<file path="config.mk">
export PLATFORM = sky130hd
export DESIGN_NAME = multi_cycle_control
export DESIGN_NICKNAME = d
export VERILOG_FILES = /design/src/rtl/riscv_ctrl_pkg.sv /design/src/rtl/wait_timer.sv /design/src/rtl/multi_cycle_control.sv
export SDC_FILE = /design/constraint.sdc
export NUM_CORES = 1
export LEC_CHECK = 0
export CAP_MARGIN = 20
export CORE_MARGIN = 2
export CORE_UTILIZATION = 53
export DETAILED_ROUTE_END_ITERATION = 10
export PLACE_DENSITY_LB_ADDON = 0.15
export SLEW_MARGIN = 10
export SYNTH_ARGS = -nofsm -noshare
export SYNTH_HDL_FRONTEND = slang
export SYNTH_SLANG_ARGS = --single-unit
</file>
<file path="constraint.sdc">
create_clock -name clk -period 2.6 [get_ports clk]
set_input_delay 0.26 -clock clk [delete_from_list [all_inputs] [get_ports clk]]
set_output_delay 0.26 -clock clk [all_outputs]
set_load 0.005 [all_outputs]
</file>
<file path="src/rtl/riscv_ctrl_pkg.sv">
// Shared definitions for the multi-cycle RISC-V control path.
// Holds opcode constants, the sequencer state encoding, ALU operation
// classes and the PC / write-back source selects. Also used by
// ALU_Control and Immediate_Unit.
package riscv_ctrl_pkg;

    // Base opcodes (instruction[6:0])
    localparam logic [6:0] OP_R      = 7'b0110011;
    localparam logic [6:0] OP_I      = 7'b0010011;
    localparam logic [6:0] OP_LOAD   = 7'b0000011;
    localparam logic [6:0] OP_STORE  = 7'b0100011;
    localparam logic [6:0] OP_BRANCH = 7'b1100011;
    localparam logic [6:0] OP_JAL    = 7'b1101111;
    localparam logic [6:0] OP_JALR   = 7'b1100111;
    localparam logic [6:0] OP_LUI    = 7'b0110111;

    // Sequencer states, exported on State_o for debug
    typedef enum logic [2:0] {
        ST_FETCH  = 3'd0,
        ST_DECODE = 3'd1,
        ST_EXEC   = 3'd2,
        ST_MEM    = 3'd3,
        ST_WB     = 3'd4,
        ST_TRAP   = 3'd5
    } state_e;

    // ALU operation classes consumed by ALU_Control
    typedef enum logic [2:0] {
        ALU_ADD   = 3'd0,  // address / link arithmetic
        ALU_CMP   = 3'd1,  // branch compare
        ALU_RTYPE = 3'd2,  // decode funct3/funct7
        ALU_ITYPE = 3'd3,  // decode funct3 (immediate form)
        ALU_PASS  = 3'd4   // pass immediate (LUI)
    } alu_op_e;

    localparam logic [1:0] PC_SRC_PLUS4 = 2'd0;
    localparam logic [1:0] PC_SRC_IMM   = 2'd1;
    localparam logic [1:0] PC_SRC_ALU   = 2'd2;

    localparam logic [1:0] WB_SEL_ALU  = 2'd0;
    localparam logic [1:0] WB_SEL_MEM  = 2'd1;
    localparam logic [1:0] WB_SEL_PC4  = 2'd2;

    typedef struct packed {
        logic    src;  // 0 rs2, 1 immediate
        alu_op_e op;
    } alu_ctrl_t;

    function automatic logic is_legal(input logic [6:0] op);
        case (op)
            OP_R, OP_I, OP_LOAD, OP_STORE,
            OP_BRANCH, OP_JAL, OP_JALR, OP_LUI: is_legal = 1'b1;
            default:                            is_legal = 1'b0;
        endcase
    endfunction

    // ALU operand select and operation class as a pure function of opcode.
    function automatic alu_ctrl_t alu_ctrl(input logic [6:0] op);
        alu_ctrl_t c;
        c.src = 1'b0;
        c.op  = ALU_ADD;
        case (op)
            OP_R:      c.op = ALU_RTYPE;
            OP_I:      begin c.src = 1'b1; c.op = ALU_ITYPE; end
            OP_LOAD:   c.src = 1'b1;
            OP_STORE:  c.src = 1'b1;
            OP_BRANCH: c.op = ALU_CMP;
            OP_JALR:   c.src = 1'b1;
            OP_LUI:    begin c.src = 1'b1; c.op = ALU_PASS; end
            default:   ;
        endcase
        return c;
    endfunction

endpackage

</file>
<file path="src/rtl/wait_timer.sv">
// Clearable saturating wait counter with an expiry flag.
// Ports:
//   clk_i      clock, rising edge
//   rst_ni     asynchronous active-low reset
//   clr_i      synchronous clear (priority over inc_i)
//   inc_i      count one waiting cycle
//   expired_o  count has reached LIMIT-1
module wait_timer #(
    parameter int unsigned LIMIT = 16
) (
    input  logic clk_i,
    input  logic rst_ni,
    input  logic clr_i,
    input  logic inc_i,
    output logic expired_o
);

    localparam int unsigned W = (LIMIT > 1) ? $clog2(LIMIT) : 1;
    localparam logic [W-1:0] LAST = W'(LIMIT - 1);

    logic [W-1:0] cnt_q, cnt_d;

    always_comb begin
        cnt_d = cnt_q;
        if (clr_i) begin
            cnt_d = '0;
        end else if (inc_i && (cnt_q != LAST)) begin
            cnt_d = cnt_q + W'(1);
        end
    end

    always_ff @(posedge clk_i or negedge rst_ni) begin
        if (!rst_ni) begin
            cnt_q <= '0;
        end else begin
            cnt_q <= cnt_d;
        end
    end

    assign expired_o = (cnt_q == LAST);

endmodule

</file>
<file path="src/rtl/multi_cycle_control.sv">
// Sequencing FSM for the multi-cycle RISC-V core.
// Steps each instruction through FETCH/DECODE/EXEC/MEM/WB, drives the
// datapath enables, waits on memory ready, counts retired instructions
// and traps (sticky until reset) on illegal opcodes or memory timeouts.
// Ports:
//   clk, reset (async, active-low)
//   Opcode_i, Branch_Taken_i, IMem_Ready_i, DMem_Ready_i      inputs
//   IMem_Read_o, IR_Write_o, PC_Write_o, PC_Src_o             fetch/PC control
//   ALU_Src_o, ALU_Op_o                                       ALU control
//   Mem_Read_o, Mem_Write_o, Reg_Write_o, Wb_Sel_o            data/WB control
//   Trap_o, Instret_o, State_o                                status / debug
//
// Handshake: a memory request strobe is held high every cycle of the wait;
// the access completes in the cycle where the matching ready is high.
module multi_cycle_control
    import riscv_ctrl_pkg::*;
#(
    parameter int unsigned INSTRET_WIDTH = 32,
    parameter int unsigned MEM_TIMEOUT   = 16
) (
    input  logic                     clk,
    input  logic                     reset,
    input  logic [6:0]               Opcode_i,
    input  logic                     Branch_Taken_i,
    input  logic                     IMem_Ready_i,
    input  logic                     DMem_Ready_i,
    output logic                     IMem_Read_o,
    output logic                     IR_Write_o,
    output logic                     PC_Write_o,
    output logic [1:0]               PC_Src_o,
    output logic                     ALU_Src_o,
    output logic [2:0]               ALU_Op_o,
    output logic                     Mem_Read_o,
    output logic                     Mem_Write_o,
    output logic                     Reg_Write_o,
    output logic [1:0]               Wb_Sel_o,
    output logic                     Trap_o,
    output logic [INSTRET_WIDTH-1:0] Instret_o,
    output logic [2:0]               State_o
);

    state_e                   state_q, state_d;
    logic [INSTRET_WIDTH-1:0] instret_q, instret_d;

    logic       imem_read, ir_write, pc_write, alu_src;
    logic       mem_read, mem_write, reg_write;
    logic [1:0] pc_src, wb_sel;
    logic [2:0] alu_op;
    logic       timer_inc, timer_clr, timer_expired;
    alu_ctrl_t  alu_c;

    assign alu_c = alu_ctrl(Opcode_i);

    always_comb begin
        state_d   = state_q;
        imem_read = 1'b0;
        ir_write  = 1'b0;
        pc_write  = 1'b0;
        pc_src    = PC_SRC_PLUS4;
        alu_src   = 1'b0;
        alu_op    = ALU_ADD;
        mem_read  = 1'b0;
        mem_write = 1'b0;
        reg_write = 1'b0;
        wb_sel    = WB_SEL_ALU;
        timer_inc = 1'b0;

        // ALU controls track the opcode in every post-fetch working state.
        if (state_q inside {ST_DECODE, ST_EXEC, ST_MEM, ST_WB}) begin
            alu_src = alu_c.src;
            alu_op  = alu_c.op;
        end

        case (state_q)
            ST_FETCH: begin
                imem_read = 1'b1;
                // Ready in the expiry cycle still completes the fetch.
                if (IMem_Ready_i) begin
                    ir_write = 1'b1;
                    state_d  = ST_DECODE;
                end else if (timer_expired) begin
                    state_d = ST_TRAP;
                end else begin
                    timer_inc = 1'b1;
                end
            end
            ST_DECODE: begin
                state_d = is_legal(Opcode_i) ? ST_EXEC : ST_TRAP;
            end
            ST_EXEC: begin
                if (Opcode_i == OP_LOAD || Opcode_i == OP_STORE) begin
                    state_d = ST_MEM;
                end else if (Opcode_i == OP_BRANCH) begin
                    pc_write = 1'b1;
                    pc_src   = Branch_Taken_i ? PC_SRC_IMM : PC_SRC_PLUS4;
                    state_d  = ST_FETCH;
                end else begin
                    state_d = ST_WB;
                end
            end
            ST_MEM: begin
                mem_read  = (Opcode_i == OP_LOAD);
                mem_write = (Opcode_i != OP_LOAD);
                if (DMem_Ready_i) begin
                    if (Opcode_i == OP_LOAD) begin
                        state_d = ST_WB;
                    end else begin
                        pc_write = 1'b1;
                        state_d  = ST_FETCH;
                    end
                end else if (timer_expired) begin
                    state_d = ST_TRAP;
                end else begin
                    timer_inc = 1'b1;
                end
            end
            ST_WB: begin
                reg_write = 1'b1;
                pc_write  = 1'b1;
                state_d   = ST_FETCH;
                if (Opcode_i == OP_LOAD) begin
                    wb_sel = WB_SEL_MEM;
                end else if (Opcode_i == OP_JAL || Opcode_i == OP_JALR) begin
                    wb_sel = WB_SEL_PC4;
                end
                if (Opcode_i == OP_JAL) begin
                    pc_src = PC_SRC_IMM;
                end else if (Opcode_i == OP_JALR) begin
                    pc_src = PC_SRC_ALU;
                end
            end
            ST_TRAP: ;
            default: state_d = ST_TRAP;
        endcase
    end

    // Any state change starts a fresh wait window in the destination state.
    assign timer_clr = (state_d != state_q);

    // Every retirement coincides with exactly one PC write.
    assign instret_d = pc_write ? instret_q + INSTRET_WIDTH'(1) : instret_q;

    always_ff @(posedge clk or negedge reset) begin
        if (!reset) begin
            state_q   <= ST_FETCH;
            instret_q <= '0;
        end else begin
            state_q   <= state_d;
            instret_q <= instret_d;
        end
    end

    wait_timer #(
        .LIMIT(MEM_TIMEOUT)
    ) u_wait_timer (
        .clk_i     (clk),
        .rst_ni    (reset),
        .clr_i     (timer_clr),
        .inc_i     (timer_inc),
        .expired_o (timer_expired)
    );

    // Gating with reset makes strobes drop the moment reset asserts,
    // including the FETCH read request that the reset state would imply.
    assign IMem_Read_o = reset & imem_read;
    assign IR_Write_o  = reset & ir_write;
    assign PC_Write_o  = reset & pc_write;
    assign PC_Src_o    = reset ? pc_src : PC_SRC_PLUS4;
    assign ALU_Src_o   = reset & alu_src;
    assign ALU_Op_o    = reset ? alu_op : 3'd0;
    assign Mem_Read_o  = reset & mem_read;
    assign Mem_Write_o = reset & mem_write;
    assign Reg_Write_o = reset & reg_write;
    assign Wb_Sel_o    = reset ? wb_sel : WB_SEL_ALU;
    assign Trap_o      = (state_q == ST_TRAP);
    assign Instret_o   = instret_q;
    assign State_o     = state_q;

endmodule
</file>
=== Yosys cells after proc, flatten, opt, wreduce, memory -nomap -nowiden ===
Index checks and enable logic that the tools add are counted.

* Flip-flop bits (word level): 39
* Latch bits: 0
* RAM bits: 0
* Memory bits (read-only): 0
* Bits of input ports: 12
* Output and inout bits: 50
* Logic and storage cells: 80
* Memories: 0

* Add/sub/neg operators: 2
* Multipliers: 0
* Divide/modulo/power cells: 0
* Magnitude comparators: 0
* Eq/ne operators: 17
* Shift-type cells: 0
* Multiplexer cells: 43
* Bitwise logic cells: 7
* Reductions and logical operators: 8

{| class="wikitable"
|+ Operator list
! kind !! count
|-
| 32-bit by 1-bit adder with 32-bit output (second input constant) || 1
|-
| 3-bit 2-to-1 mux || 9
|-
| 7-bit by 6-bit == test with 1-bit output (second input constant) || 3
|-
| 7-bit == test (second input constant) || 3
|-
| 1-bit 2-to-1 mux || 20
|-
| 3-bit case mux with 6 select lines || 1
|-
| 2-bit 2-to-1 mux || 7
|-
| 3-bit case mux with 4 select lines || 1
|-
| 4-bit 2-to-1 mux || 2
|-
| 8-bit OR reduction || 1
|-
| 1-bit AND || 7
|-
| 7-bit by 2-bit == test with 1-bit output (second input constant) || 1
|-
| 7-bit by 5-bit == test with 1-bit output (second input constant) || 1
|-
| 7-bit by 2-bit != test with 1-bit output (second input constant) || 1
|-
| 3-bit by 2-bit == test with 1-bit output (second input constant) || 2
|-
| 3-bit == test (second input constant) || 2
|-
| 5-bit OR reduction || 1
|-
| 4-bit by 1-bit adder with 4-bit output (second input constant) || 1
|-
| 4-bit == test (second input constant) || 1
|-
| 4-bit != test (second input constant) || 1
|-
| 2-bit case mux with 2 select lines || 1
|-
| 4-bit nonzero test || 1
|-
| 3-bit by 1-bit == test with 1-bit output (second input constant) || 1
|-
| 3-bit zero test || 1
|-
| 6 further kinds || 7
|}

=== Depth between registers and ports, before layout ===
* Word-level depth: 8
* Depth in mapped cells: 7
* Depth with buffers taken out: 6

=== Hierarchy ===
A second synthesis with hierarchy kept.

* Cell total of the unflattened synthesis: 248
* Area, all modules: 2396.0 sq um

{| class="wikitable"
|+ By module, submodules not included
! module !! times used !! cells an instance !! area each (sq um) !! sequential area each (sq um)
|-
| multi_cycle_control || 1 || 228 || 2167.1 || 875.8
|-
| wait_timer || 1 || 20 || 229.0 || 100.1
|}

=== Worst setup path before layout ===
OpenSTA, ideal clock, no wires.

* Path type: reg2reg
* From: register state_q[2], in the netlist State_o[2]
* To: register instret_q[18], in the netlist Instret_o[18]
* Setup time: 0.125 ns
* Data arrival time: 1.596 ns
* Required time: 2.475 ns
* Setup slack: 0.879 ns
* Cell stages (with the launch flop): 8
* Buffers on the path: 2
* Clock period less this slack: 1.721 ns
* Cell sequence: dfrtp_1 buf_6 inv_2 nor3_1 o31a_2 buf_6 nand4_4 xnor2_2

* Cells in the longest elaborated chain, start to end: 2
* Elaborated cells on any way between the ends: 4
* Classes of those cells: eq/ne: 3; mux: 1

{| class="wikitable"
|+ RTL lines
! what !! RTL line !! text
|-
| from (decl) || multi_cycle_control.sv:42 || <nowiki>state_e state_q, state_d;</nowiki>
|-
| from (signal assigned) || multi_cycle_control.sv:148 || <nowiki>state_q <= state_d;</nowiki>
|-
| 3-bit == test or 3-bit by 2-bit == test with 1-bit output (tied branches) || multi_cycle_control.sv:74 || <nowiki>case (state_q)</nowiki>
|-
| 1-bit case mux with 3 select lines * || multi_cycle_control.sv:74 ||
|-
| to (signal assigned) || multi_cycle_control.sv:149 || <nowiki>instret_q <= instret_d;</nowiki>
|-
| to (decl) || multi_cycle_control.sv:43 || <nowiki>logic [INSTRET_WIDTH-1:0] instret_q, instret_d;</nowiki>
|}

Mark *: on every way between the ends. The rest lies on a longest branch, timed or not.
A chain may end at the register's enable or synchronous reset.

=== Final worst setup path ===
* From: input port Opcode_i[5]
* To: output port PC_Write_o

* Cells in the longest elaborated chain, start to end: 5
* Elaborated cells on any way between the ends: 10
* Classes of those cells: eq/ne: 3; mux: 5; bitwise: 1; reduce/logical: 1

{| class="wikitable"
|+ RTL lines
! what !! RTL line !! text
|-
| from (decl) || multi_cycle_control.sv:23 || <nowiki>input logic [6:0] Opcode_i,</nowiki>
|-
| 7-bit by 2-bit == test with 1-bit output (tied with other cells) || multi_cycle_control.sv:91, multi_cycle_control.sv:105 ||
|-
| 1-bit 2-to-1 mux (tied with other cells) || multi_cycle_control.sv:105 || <nowiki>if (Opcode_i == OP_LOAD) begin</nowiki>
|-
| 1-bit 2-to-1 mux (on tied branches) || multi_cycle_control.sv:104, multi_cycle_control.sv:91 ||
|-
| 1-bit case mux with 3 select lines * || multi_cycle_control.sv:74 ||
|-
| 1-bit AND * || multi_cycle_control.sv:167 || <nowiki>assign PC_Write_o = reset & pc_write;</nowiki>
|-
| to (decl) || multi_cycle_control.sv:29 || <nowiki>output logic PC_Write_o,</nowiki>
|}

Marked as above.

==> run metrics <==
sequential share of the synthesized area=0.410; GRT Total Usage=0.211; clk sinks=39; Crit Path Max Fanout=9; first-pass GRT wire length=around 8700 microns; crit end category=output pin; Leakage=0.00138 uW; Std-Cell Rows=24; io pins=62; initial drt markers=87; most frequent cells in the layout=60 x clkdlybuf4s50_1, 39 x dfrtp_1, 27 x xnor2_1; Die Area=5040 sq um; initial antenna violation count=0; Residual DRC=0; clock tree from TritonCTS=built; worst relative slew slack=0.753; Initial Util=0.547; cell area after layout=3210 sq um; Core Area=between 4000 and 5000 sq um; global routing usage on met3=0.0427; Peak VDD IR=0.397 mV; crit path kind=in2out; top cell type by total area after synthesis=dfrtp_1; Die X=71.0 microns; final WL=between 5000 and 6000 microns; Avg Cell Area, Syn=9.96 sq um; worst-margin pin slew=0.370 ns; hold crit path type=in2async; ANT cells=0; RSZ-0062 raised after global routing=no; Crit path required time=2.34 ns; clock-pin slew on the worst setup and hold paths=0.08 ns; clock tree root buffer cell=clkbuf_8; height of the die=a little over 70 microns; clk_lat worst skew=0.28 ns; post-DP HPWL=3810 microns; final hold violation count=0; synth unique cells=53; YS warnings=0; PortBufs=61; final hold slack=a little over 0.07 ns; Gate Count Post-Synth=239; startpoint types=input pin; fraction of layout cells with a size suffix above 1=0.127; Critical R2R Launch=State_o[0]$_DFF_PN0_; Most Crowded Layer GR=met2; total power=1270 uW; number of max-cap violations=0; EDFF count, synth=0; share of flip-flops with an asynchronous set or reset=1.00; met2 Use GR=0.362; grt total ovfl=0; Final Setup Violations=0; DRT antenna net count=0; Setup Total Neg Slack=0 ns; most common cell after layout, fill and taps aside=clkdlybuf4s50_1; FF+latch count, synth=39; Synth Net Count=253; CTS Buffer Depth=2; skew final=0.00368 ns; via count=2013; cell count of the worst reg-to-reg path=5; final period utilization=0.951; Synth Flop Type=dfrtp_1; GP Congestion=0.830; Reg2Reg Setup Slack=approximately 0.61 ns; R2R Path End=Instret_o[14]$_DFFE_PN0P_; CTS buffer count=5; Pre-antenna DRT Iters=4; minimum clock period=about 2.5 ns; largest net degree at the start of global routing=21; vias per cell=around 5.6; status=finished clean; CTS Hold Bufs=0; Max Fclk=404 MHz; Slew Viols, Final=0; pwr/cell area=394 nW/um^2; vias in the first global route=1848; Synth top area share=0.410; area grow syn2layout=34.9%; Worst setup startpoint=Opcode_i[5]; DP Area=between 3000 and 4000 sq um; mapped cell area=roughly 2400 sq um; top cells by area, synth=dfrtp_1 41%, xnor2_1 9.9%, and3_1 4.2%; # H-tree levels=2; met1 Use GR=0.281; Crit path arrival time=2.21 ns; Nets=321; average wire per standard cell=14.5 microns
cells in the mapped netlist (all sizes together) (2+ instances only):
cell    instances
a211oi          5
a21oi           7
and2            5
and3           16
and4            4
buf             8
clkbuf          4
dfrtp          39
ha              2
inv             5
mux2i           2
nand2          15
nand2b          7
nand3          15
nand3b          3
nand4          11
nor2           14
nor2b           2
nor3           10
nor3b           2
o21a            3
o21ai           5
or3             3
xnor2          28
xor2            5
logic make-up (layout without fill, tap and decap cells):
logic type                 after synthesis  count (layout)  share of synthesized area
DFF                                     39              39                      0.410
and+or+nand+nor                        113             113                      0.298
adders and majority gates                2               2                     0.0105
buffers and inverters                   17              86                     0.0426
muxes                                    3               3                     0.0131
AOI/OAI and AO/OA                       32              32                      0.101
xor gates and xnor gates                33              33                      0.125
critical path, cell delays in order:
cell and delay [ns]:
clkdlybuf4s50_1 0.55, nor3_1 0.34, a21boi_1 0.13, or3_1 0.33, and2_1 0.16, clkdlybuf4s50_1 0.43
per-stage QoR:
stage,setup slack [ns],instances,util
finish,0.127,360,0.737
global placement,0.126,352,0.702
CTS,0.105,360,0.734
global route,0.00114,360,0.737
floorplan,0.879,239,-
detailed placement,0.118,352,0.702
report_power, final:
| part | total (uW) | leakage, uW | switching [uW] | internal, uW |
|---|---|---|---|---|
| Sequential | 610 | 0.000533 | 1.61 | 608 |
| Clock | 588 | 0.0000644 | 206 | 383 |
| Combinational | 67.5 | 0.000785 | 36.5 | 31.0 |
flip-flops by register name, summed over array words and instances, names as in the netlist:
| signal | flops |
|---|---|
| u_wait_timer.cnt_q | 4 |
| State_o | 3 |
| Instret_o | 32 |
worst max-delay path by stage:
stage,end,slack (ns),cells after the start
3_5_place_dp,PC_Write_o,0.12,6
5_1_grt,ALU_Src_o,0.001,7
6_report,PC_Write_o,0.13,6
2_1_floorplan,Instret_o[18]$_DFFE_PN0P_,0.88,7
4_1_cts,PC_Write_o,0.10,6
3_3_place_gp,PC_Write_o,0.13,6
timing repair:
item                       CTS  global route
setup buffers                0             0
setup endpoints to repair    0             1
gates resized for setup      0             1
layout make-up:
cell class / instances / area [sq um]
clock buffers: 5 / 68.8
clock inverters: 3 / 67.6
flip-flops and latches: 39 / 976
well taps: 52 / 65.1
fillers: 334 / 1140
repair buffers: 73 / 696
inverters: 5 / 18.8
multi-input cells: 183 / 1320
layer usage:
layer / up-vias / part of all wire
met5: - / 0
met4: 0 / 0.0069
met3: 4 / 0.048
met2: 44 / 0.51
met1: 971 / 0.44
li1: 994 / -
No activity file was read; power rests on OpenSTA's default activity.
